===== src/rtl/memory_stage.sv =====
// EX/MEM register, req/ack data-memory access controller and MEM/WB register.
// A memory op occupies M until the bus acks; a timeout or misaligned address locks the stage in ERR.
module memory_stage #(
    parameter int unsigned TIMEOUT = 255
) (
    input  logic        CLK,
    input  logic        RESET,
    input  logic [31:0] ALUResultE,
    input  logic [31:0] WriteDataE,
    input  logic [3:0]  WA3E,
    input  logic        RegWriteE,
    input  logic        MemWriteE,
    input  logic        MemtoRegE,
    input  logic        PCSrcE,
    input  logic [31:0] MemRData,
    input  logic        MemAck,
    output logic        MemReq,
    output logic        MemWe,
    output logic [31:0] MemAddr,
    output logic [31:0] MemWData,
    output logic        StallM,
    output logic        MemErr,
    output logic [31:0] ALUResultM,
    output logic [3:0]  WA3M,
    output logic        RegWriteM,
    output logic [31:0] ALUOutW,
    output logic [31:0] ReadDataW,
    output logic [3:0]  WA3W,
    output logic        RegWriteW,
    output logic        MemtoRegW,
    output logic        PCSrcW
);
    localparam int unsigned CW = (TIMEOUT > 1) ? $clog2(TIMEOUT + 1) : 1;

    typedef enum logic [1:0] {
        IDLE = 2'd0,
        REQ  = 2'd1,
        ERR  = 2'd2
    } state_t;

    state_t        state_r, state_nxt_s;
    logic [CW-1:0] cnt_r, cnt_nxt_s;
    logic          stall_s, done_s, req_s;

    logic [31:0]   alu_m_r, wdata_m_r;
    logic [3:0]    wa3_m_r;
    logic          regwrite_m_r, memwrite_m_r, memtoreg_m_r, pcsrc_m_r;

    logic [31:0]   aluout_w_r, readdata_w_r;
    logic [3:0]    wa3_w_r;
    logic          regwrite_w_r, memtoreg_w_r, pcsrc_w_r;

    // Where an instruction lands in the FSM on the edge it is captured into M.
    function automatic state_t capture_state(input logic memop, input logic [1:0] addr_lo);
        state_t st;
        if (!memop) begin
            st = IDLE;
        end else if (addr_lo != 2'b00) begin
            st = ERR;
        end else begin
            st = REQ;
        end
        return st;
    endfunction

    // Next-state, wait counter and M-stage completion/stall decode.
    always_comb begin
        state_nxt_s = state_r;
        cnt_nxt_s   = cnt_r;
        stall_s     = 1'b0;
        done_s      = 1'b0;
        req_s       = 1'b0;
        case (state_r)
            IDLE: begin
                done_s      = 1'b1;
                cnt_nxt_s   = '0;
                state_nxt_s = capture_state(MemWriteE | MemtoRegE, ALUResultE[1:0]);
            end
            REQ: begin
                req_s = 1'b1;
                if (MemAck) begin
                    done_s      = 1'b1;
                    cnt_nxt_s   = '0;
                    state_nxt_s = capture_state(MemWriteE | MemtoRegE, ALUResultE[1:0]);
                end else begin
                    stall_s   = 1'b1;
                    cnt_nxt_s = cnt_r + CW'(1'b1);
                    // cnt_r counts prior unacked cycles, so the request lives TIMEOUT+1 cycles
                    if ((TIMEOUT != 32'd0) && (cnt_r == CW'(TIMEOUT))) begin
                        state_nxt_s = ERR;
                    end else begin
                        state_nxt_s = REQ;
                    end
                end
            end
            ERR: begin
                stall_s = 1'b1;
            end
            default: begin
                state_nxt_s = IDLE;
            end
        endcase
    end

    // FSM state and wait counter.
    always_ff @(posedge CLK or negedge RESET) begin
        if (!RESET) begin
            state_r <= IDLE;
            cnt_r   <= '0;
        end else begin
            state_r <= state_nxt_s;
            cnt_r   <= cnt_nxt_s;
        end
    end

    // EX/MEM register: frozen while M is stalled.
    always_ff @(posedge CLK or negedge RESET) begin
        if (!RESET) begin
            alu_m_r      <= 32'h0;
            wdata_m_r    <= 32'h0;
            wa3_m_r      <= 4'h0;
            regwrite_m_r <= 1'b0;
            memwrite_m_r <= 1'b0;
            memtoreg_m_r <= 1'b0;
            pcsrc_m_r    <= 1'b0;
        end else if (!stall_s) begin
            alu_m_r      <= ALUResultE;
            wdata_m_r    <= WriteDataE;
            wa3_m_r      <= WA3E;
            regwrite_m_r <= RegWriteE;
            memwrite_m_r <= MemWriteE;
            memtoreg_m_r <= MemtoRegE;
            pcsrc_m_r    <= PCSrcE;
        end
    end

    // MEM/WB register: completing ops load W, stalled cycles insert bubbles.
    always_ff @(posedge CLK or negedge RESET) begin
        if (!RESET) begin
            aluout_w_r   <= 32'h0;
            readdata_w_r <= 32'h0;
            wa3_w_r      <= 4'h0;
            regwrite_w_r <= 1'b0;
            memtoreg_w_r <= 1'b0;
            pcsrc_w_r    <= 1'b0;
        end else if (done_s) begin
            aluout_w_r   <= alu_m_r;
            wa3_w_r      <= wa3_m_r;
            regwrite_w_r <= regwrite_m_r;
            memtoreg_w_r <= memtoreg_m_r;
            pcsrc_w_r    <= pcsrc_m_r;
            if (memtoreg_m_r) begin
                readdata_w_r <= MemRData;
            end
        end else begin
            regwrite_w_r <= 1'b0;
            memtoreg_w_r <= 1'b0;
            pcsrc_w_r    <= 1'b0;
        end
    end

    assign MemReq     = req_s;
    assign MemWe      = req_s & memwrite_m_r;
    assign MemAddr    = req_s ? alu_m_r : 32'h0;
    assign MemWData   = req_s ? wdata_m_r : 32'h0;
    assign StallM     = stall_s;
    assign MemErr     = (state_r == ERR);
    assign ALUResultM = alu_m_r;
    assign WA3M       = wa3_m_r;
    assign RegWriteM  = regwrite_m_r;
    assign ALUOutW    = aluout_w_r;
    assign ReadDataW  = readdata_w_r;
    assign WA3W       = wa3_w_r;
    assign RegWriteW  = regwrite_w_r;
    assign MemtoRegW  = memtoreg_w_r;
    assign PCSrcW     = pcsrc_w_r;

endmodule

===== config.mk =====
export PLATFORM = sky130hd
export DESIGN_NAME = memory_stage
export DESIGN_NICKNAME = d
export VERILOG_FILES = /design/src/rtl/memory_stage.sv
export SDC_FILE = /design/constraint.sdc
export NUM_CORES = 1
export LEC_CHECK = 0
export ABC_AREA = 1
export CORE_ASPECT_RATIO = 1.1
export CORE_MARGIN = 1.5
export CORE_UTILIZATION = 46
export DETAILED_ROUTE_END_ITERATION = 6
export GPL_ROUTABILITY_DRIVEN = 1
export PLACE_DENSITY = 0.93
export SLEW_MARGIN = 20
export SYNTH_ARGS = -nofsm -noshare
export SYNTH_HDL_FRONTEND = slang
export SYNTH_SLANG_ARGS = --single-unit

===== constraint.sdc =====
create_clock -name CLK -period 4.75 [get_ports CLK]
set_input_delay 0.7125 -clock CLK [delete_from_list [all_inputs] [get_ports CLK]]
set_output_delay 0.7125 -clock CLK [all_outputs]
set_load 0.01 [all_outputs]

Word level (Yosys, flattened, before mapping)
Cells that the tools add are included.

cells by class
  add/subtract/negate cells = 1
  eq/ne operators = 3
  mux-type cells = 17
  bitwise gates (word level) = 2
  reduce and logical (&&, ||, !) cells = 4

operators with widths
  kind                   count
  $mux W32               2
  $pmux W8 S2            1
  $add A8 B1 Y8 const B  1
  $eq A8 B8 Y1 const B   1
  $mux W2                4
  $mux W8                1
  $mux W1                6
  $pmux W2 S3            1
  $pmux W1 S2            2
  $reduce_bool A2 Y1     2
  $eq A2 B1 Y1 const B   1
  $eq A2 B2 Y1 const B   1
  $logic_not A2 Y1       1
  $reduce_and A2 Y1      1
  $and A1 B1 Y1          1
  $or A1 B1 Y1           1

storage, ports and cells
  register bits after elaboration = 153
  logic and storage cells = 42

Longest topological paths before layout
Gate-level depths: netlist of run 1.

  word-level depth = 5
  mapped depth = 10
  gate-level depth less buffers = 8

Least setup slack after synthesis of run 1
No wires, ideal clock.

  kind = register to output
  start point = register state_r[1]
  end point = output port MemWData[10]
  data arrival time = 1.488 ns
  setup slack = 2.549 ns
  stages on the path, launching flop included = 8
  path buffers = 3
  path through = dfrtp_1 inv_1 ha_1 buf_2 buf_2 buf_1 nand2_1 inv_1

between the ends
  longest elaborated chain between the ends = 3

ends and longest elaborated chain
  item                    RTL line  source
  start, declared         41        state_t state_r, state_nxt_s;
  start signal, assigned  111       state_r <= state_nxt_s;
  $eq A2 B1 Y1            73        case (state_r)
  $mux W1                 73
  via MemReq              17        output logic MemReq,
  $mux W32                165       assign MemWData = req_s ? wdata_m_r : 32'h0;
  end, declared           20        output logic [31:0] MemWData,

The timed path passes the listed nets, and every way through them passes these cells.

Worst setup path in the final report of run 1
  start point = register state_r[1]
  end point = output port MemAddr[19]

between the ends
  longest elaborated chain between the ends = 3

ends and longest elaborated chain
  item           RTL line  source
  $eq A2 B1 Y1   73
  $mux W1        73
  $mux W32       164       assign MemAddr = req_s ? alu_m_r : 32'h0;
  end, declared  19        output logic [31:0] MemAddr,

No other way between the ends.

==> metrics.txt, run 1 <==
status finished clean; clk_lat worst skew 0.42 ns; Setup CP Type register to output port; Hold WC Path Type input pin to asynchronous set/reset pin; Yosys top cell area share 0.591; fin crit period 3.57 ns; DRC 0; Clock transition at path regs 0.06 ns; Synth Register Bits roughly 150; Die Y around 130 um; clk sinks around 150; worst reg2reg setup slack around 1.7 ns; Setup Skew 0.00621 ns; Die ar. 14800 um2; htree depth 4; Std-Cell Rows 45; Yosys Warn Count 0; number of max-cap violations 0; Worst-Margin Slew a little over 0.9 ns; critical path launch point state_r[1]$_DFFE_PN0N_; worst ir drop on vdd 0.400 mV; register area share after synthesis 0.591; unrepaired setup endpoints after global routing no; All-Layer GR Usage 0.258; hold buffer count at CTS 0; worst setup path endpoint MemAddr[19]; I/O pin cnt 283; post_cts resized 0; Initial DRT Pass Iterations 5; initial DRC count 342; worst r2r src state_r[1]$_DFFE_PN0N_; vias in the first global route between 5k and 6k; Core Footprint approximately 14000 um2; maximum buffer depth of the clock tree 2; diode count 0; total gr overflow 0; WHS approximately 0.30 ns; CP dominant cell by count inv_1; final hold violations 0; fillers a little under 1k; post-synthesis cell count 793; Req. time, crit path a little over 4 ns; first-pass GRT wire length a little under 30000 um; r2r endpoint ReadDataW[18]$_DFFE_PN0P_; Port Buf Inserts approximately 280; Startpoint Class register; number of buffers created by CTS 17; Die X between 100 and 150 um; Slew Limit Fails 0; routed vias/inst around 4.7; Fmax between 200 and 300 MHz; top post-synthesis cells by area dfrtp_1 59%, nand2_1 23%, inv_1 6.0%; HPWL Detailed roughly 13000 um; Leak 5.22 nW; initial antenna violation count 0; Post-Route Setup TNS 0 ns; crit-path max FO 44; Worst R2R Path Depth 8; pwr dens ~720 nW/um2; CTS tree done; slowest stage delay, CP 0.78 ns; Rel. slew slack 0.393; total number of vias 5895; fin nets roughly 1.2k; largest net degree at the start of global routing between 90 and 100; initial core utilization 0.469; endpoint type of the worst setup path output port; area grow syn2layout 54.5%; Synth cell types 21; critical path arrival 2.85 ns; critical path's slowest cell ha_2; final setup violation count 0; Mapped Area 6470 um2; post-synthesis net count around 900; postcts setup bufs 0; post-synthesis area per instance 8.17 um2; Avg WL per Cell 14.9 um; RD Place Congestion 0.872; cell taking the most area after synthesis dfrtp_1; WL final around 19000 um; CTS Root Cell clkbuf_16; critical path cell sequence inv_1 > ha_2 > buf_4 > nand2_1 > inv_1 > clkdlybuf4s50_1; post-route ant nets 0; period utilization 0.751; layout cells sized above 1 0.0428
-- cell families after synthesis --
family                   after synthesis  synth area share
flip-flops                           153             0.591
AND/OR/NAND/NOR                      422             0.247
AO/OA/AOI/OAI                         70            0.0586
adder cells (fa/ha/maj)                4           0.00773
buffers and inverters                144            0.0951
-- state kept, by name (all words and copies together), names as in the netlist, 2 cells and up --
signal	count
cnt_r	8
ALUOutW	32
ReadDataW	32
state_r	2
WA3M	4
wdata_m_r	32
ALUResultM	32
WA3W	4
-- per-stage QoR --
stage                     cells  power (W)   util  worst slack [ns]  area (um2)
after floorplan             793    0.00396      -              2.55        6470
after global placement     1233    0.00560  0.679              1.69        9370
after detailed placement   1233    0.00573  0.679              1.58        9370
after CTS                  1263    0.00724  0.725              1.13       10000
after global routing       1263    0.00764  0.725              1.02       10000
final                      1263    0.00719  0.725              1.18       10000
-- layer usage --
metal / GRT usage / wire, um / vias up / share of wire
met5: 0 / 0 / - / 0
met4: 0.115 / 633 / 0 / 0.034
met3: 0.0702 / 1060 / 48 / 0.057
met2: 0.445 / 9790 / 197 / 0.52
met1: 0.297 / 7290 / 2767 / 0.39
li1: - / - / 2883 / -
-- cell type report --
class | count | area [um2] | share of cell area
timing repair buffer | 288 | 2870 | 0.287
multi-input combinational | 496 | 2030 | 0.203
clock buffer | 18 | 429 | 0.0429
tap | 188 | 235 | 0.0235
clock inverter | 12 | 200 | 0.0200
inverter | 108 | 405 | 0.0405
sequential | 153 | 3830 | 0.383
-- report_power, final --
group | total (W) | switching (W) | internal (W) | leakage (nW)
clock network | 0.00146 | 0.000529 | 0.000926 | 0.298
logic | 0.00336 | 0.00179 | 0.00157 | 3.06
registers | 0.00238 | 0.000438 | 0.00194 | 1.87
-- worst min-delay path by stage --
| stage | start | end | slack, ns | cells after the start |
|---|---|---|---|---|
| floorplan | RESET | ALUOutW[0]$_DFFE_PN0P_ | 0.42 | 0 |
| global placement | wdata_m_r[21]$_DFFE_PN0N_ | wdata_m_r[21]$_DFFE_PN0N_ | 0.45 | 2 |
| detailed placement | wdata_m_r[27]$_DFFE_PN0N_ | wdata_m_r[27]$_DFFE_PN0N_ | 0.46 | 2 |
| CTS | RESET | RegWriteW$_DFF_PN0_ | 0.36 | 1 |
| global route | RESET | RegWriteW$_DFF_PN0_ | 0.36 | 1 |
| finish | RESET | RegWriteW$_DFF_PN0_ | 0.30 | 1 |
-- cells in the final DEF, fill, tap and decap left out --
cell type and instances:
a32o_1 1, o21ai_4 1, nand2_1 400, ha_2 1
clkdlybuf4s50_1 281, buf_4 6, inv_2 5, nand2_4 1
a31oi_1 1, buf_6 1, inv_6 1, bufinv_16 5
o21ai_1 15, a21oi_1 7, clkbuf_16 17, clkinv_4 1
clkbuf_1 1, inv_1 103, ha_1 3, clkinvlp_4 3
dfrtp_1 153, nand2_2 1, o21ai_0 44, clkinv_2 2
nor2_1 14, nand3_1 6, a21oi_4 1
-- synth_stat cells (all sizes together) --
library cell	number
dfrtp	153
ha	4
nor2	14
buf	26
a31oi	1
inv	108
a21oi	8
nand3	6
a32o	1
o21ai	60
clkbuf	10
nand2	402
-- critical path: cells and delay by family, from the launching register on --
family,cells,cell delay [ns]
buffers and inverters,4,1.13
adders and majority gates,1,0.78
DFF,1,0.39
and+or+nand+nor,1,0.11
No activity file was read; power rests on OpenSTA's default activity.
==> inputs of run 2 (changes only) <==
CORE_UTILIZATION = 42   (was 46)
PLACE_DENSITY = 0.86   (was 0.93)
clock period = 3.7 ns   (was 4.75 ns; I/O delays follow)
==> metrics.txt, run 2 (synthesis results as in run 1) <==
status finished clean; period utilization 0.836; combinational share of power 0.475 (+0.008); Core Footprint 15100 um2 (+9.1%); Fmax between 300 and 400 MHz; post-route ant nets 0 (unchanged); sw frac 0.385 (+0.00154); layout cells sized above 1 0.0427 (-0.0000795); final setup violation count 0 (unchanged); final hold violations 0 (unchanged); critical path arrival 2.54 ns (-0.31 ns); htree depth 4 (unchanged); Post-Place Worst Slack 0.899 ns (-0.685 ns); Setup Skew 0.0107 ns (+0.00449 ns); power share of the clock group 0.189 (-0.013); Initial DRT Pass Iterations 4 (-1); DRC 0 (unchanged); All-Layer GR Usage 0.228 (-0.0296); finished layout cell area 9990 um2 (-0.14%); unrepaired setup endpoints after global routing no; vias in the first global route 5642 (-2.9%); routed vias/inst 4.62 (-1.0%); number of buffers created by CTS 17 (unchanged); sequential share of power 0.336 (+0.005); fin crit period just over 3 ns; Slew Limit Fails 0 (unchanged); Startpoint Class register; diode count 0 (unchanged); CTS Root Cell clkbuf_16; fin nets 1175 (unchanged); Die Y 133 um (+4.5%); internal power 0.00555 W (+25%); RD Place Congestion 0.806 (-7.5%); min setup slack post-route 0.608 ns (-0.575 ns); initial DRC count 314 (-8.2%); Net Sw Power 0.00347 W (+26%); clk sinks 153 (unchanged); crit-path max FO 24 (-45%); number of max-cap violations 0 (unchanged); Die X 121 um (+4.5%); initial antenna violation count 0 (unchanged); pwr dens 903 nW/um2 (+26%); maximum buffer depth of the clock tree 2 (unchanged); Post-Route Setup TNS 0 ns (unchanged); total number of vias 5881 (-0.24%); most frequent cells in the layout 400 x nand2_1, 281 x clkdlybuf4s50_1, 153 x dfrtp_1, 103 x inv_1, 44 x o21ai_0; Clock transition at path regs 0.06 ns (about the same); post_cts resized 0 (unchanged); worst ir drop on vdd 0.446 mV (+11%); Die ar. 16200 um2 (+9.3%); hold buffer count at CTS 0 (unchanged); total gr overflow 0 (unchanged); Hold WC Path Type input pin to asynchronous set/reset pin; most common cell after layout, fill and taps aside nand2_1; Cell Area, Placed 9410 um2 (+0.37%); Leak 5.21 nW (-0.17%); HPWL Detailed 13100 um (-0.12%); Rel. slew slack 0.398 (+0.00567); Req. time, crit path 3.14 ns (-0.90 ns); WL final 18200 um (-3.1%); first-pass GRT wire length 28700 um (-0.90%); I/O pin cnt 283 (unchanged); clk_lat worst skew 0.42 ns (about the same); Avg WL per Cell 14.3 um (-3.9%); largest net degree at the start of global routing 94 (unchanged); Worst-Margin Slew 0.902 ns (-0.00851 ns); total chip power 0.00902 W (+26%); initial core utilization 0.430 (-0.0393); Port Buf Inserts 282 (unchanged); postcts setup bufs 0 (unchanged); Std-Cell Rows 47 (+4.4%); Setup CP Type register to output port; area grow syn2layout 54.2%; CTS tree done; endpoint type of the worst setup path output port
[run 2: critical path, cell delays in order, from the launching register on]
cell and delay, ns:
dfrtp_1 0.39, inv_1 0.09, ha_2 0.57, buf_4 0.35
nand2_1 0.08, inv_1 0.07, clkdlybuf4s50_1 0.56
[run 2: final timing paths]
kind	startpoint	slack [ns]	endpoint	cells after the start
max in group asynchronous	RESET	2.67	ALUOutW[7]$_DFFE_PN0P_	2
min in group CLK	wdata_m_r[18]$_DFFE_PN0N_	0.47	wdata_m_r[18]$_DFFE_PN0N_	2
setup / recovery	state_r[1]$_DFFE_PN0N_	0.61	MemWData[16]	6
hold reg to reg	wdata_m_r[18]$_DFFE_PN0N_	0.47	wdata_m_r[18]$_DFFE_PN0N_	2
hold / removal	RESET	0.16	ALUResultM[25]$_DFFE_PN0N_	1
setup reg to reg	state_r[1]$_DFFE_PN0N_	0.95	ReadDataW[20]$_DFFE_PN0P_	8
[run 2: layout make-up]
class                      instances  area, um2
multi-input combinational        496       2030
sequential                       153       3830
fill                            1204       5070
timing repair buffer             288       2890
tap                              196        245
inverter                         108        405
clock inverter                    10        116
clock buffer                      22        464
[run 2: per-stage QoR]
step / util / hold WS [ns] / std cells
floorplan: - / 0.259 / 793
global placement: 0.625 / 0.454 / 1241
detailed placement: 0.625 / 0.459 / 1241
CTS: 0.663 / 0.174 / 1273
global route: 0.663 / 0.217 / 1273
finish: 0.663 / 0.156 / 1273
[run 2: routing by layer]
metal	GRT usage	vias up	share of wire
li1	-	2892	-
met1	0.271	2766	0.39
met2	0.390	180	0.52
met3	0.0586	43	0.053
met4	0.0974	0	0.034
met5	0	-	0
[run 2: power groups by stage]
stage / logic [W] / registers [W] / clock network [W]
final: 0.00429 / 0.00303 / 0.00170
after global routing: 0.00469 / 0.00312 / 0.00181
after CTS: 0.00433 / 0.00304 / 0.00173
after detailed placement: 0.00431 / 0.00305 / 0
after global placement: 0.00420 / 0.00303 / 0
after floorplan: 0.00188 / 0.00321 / 0
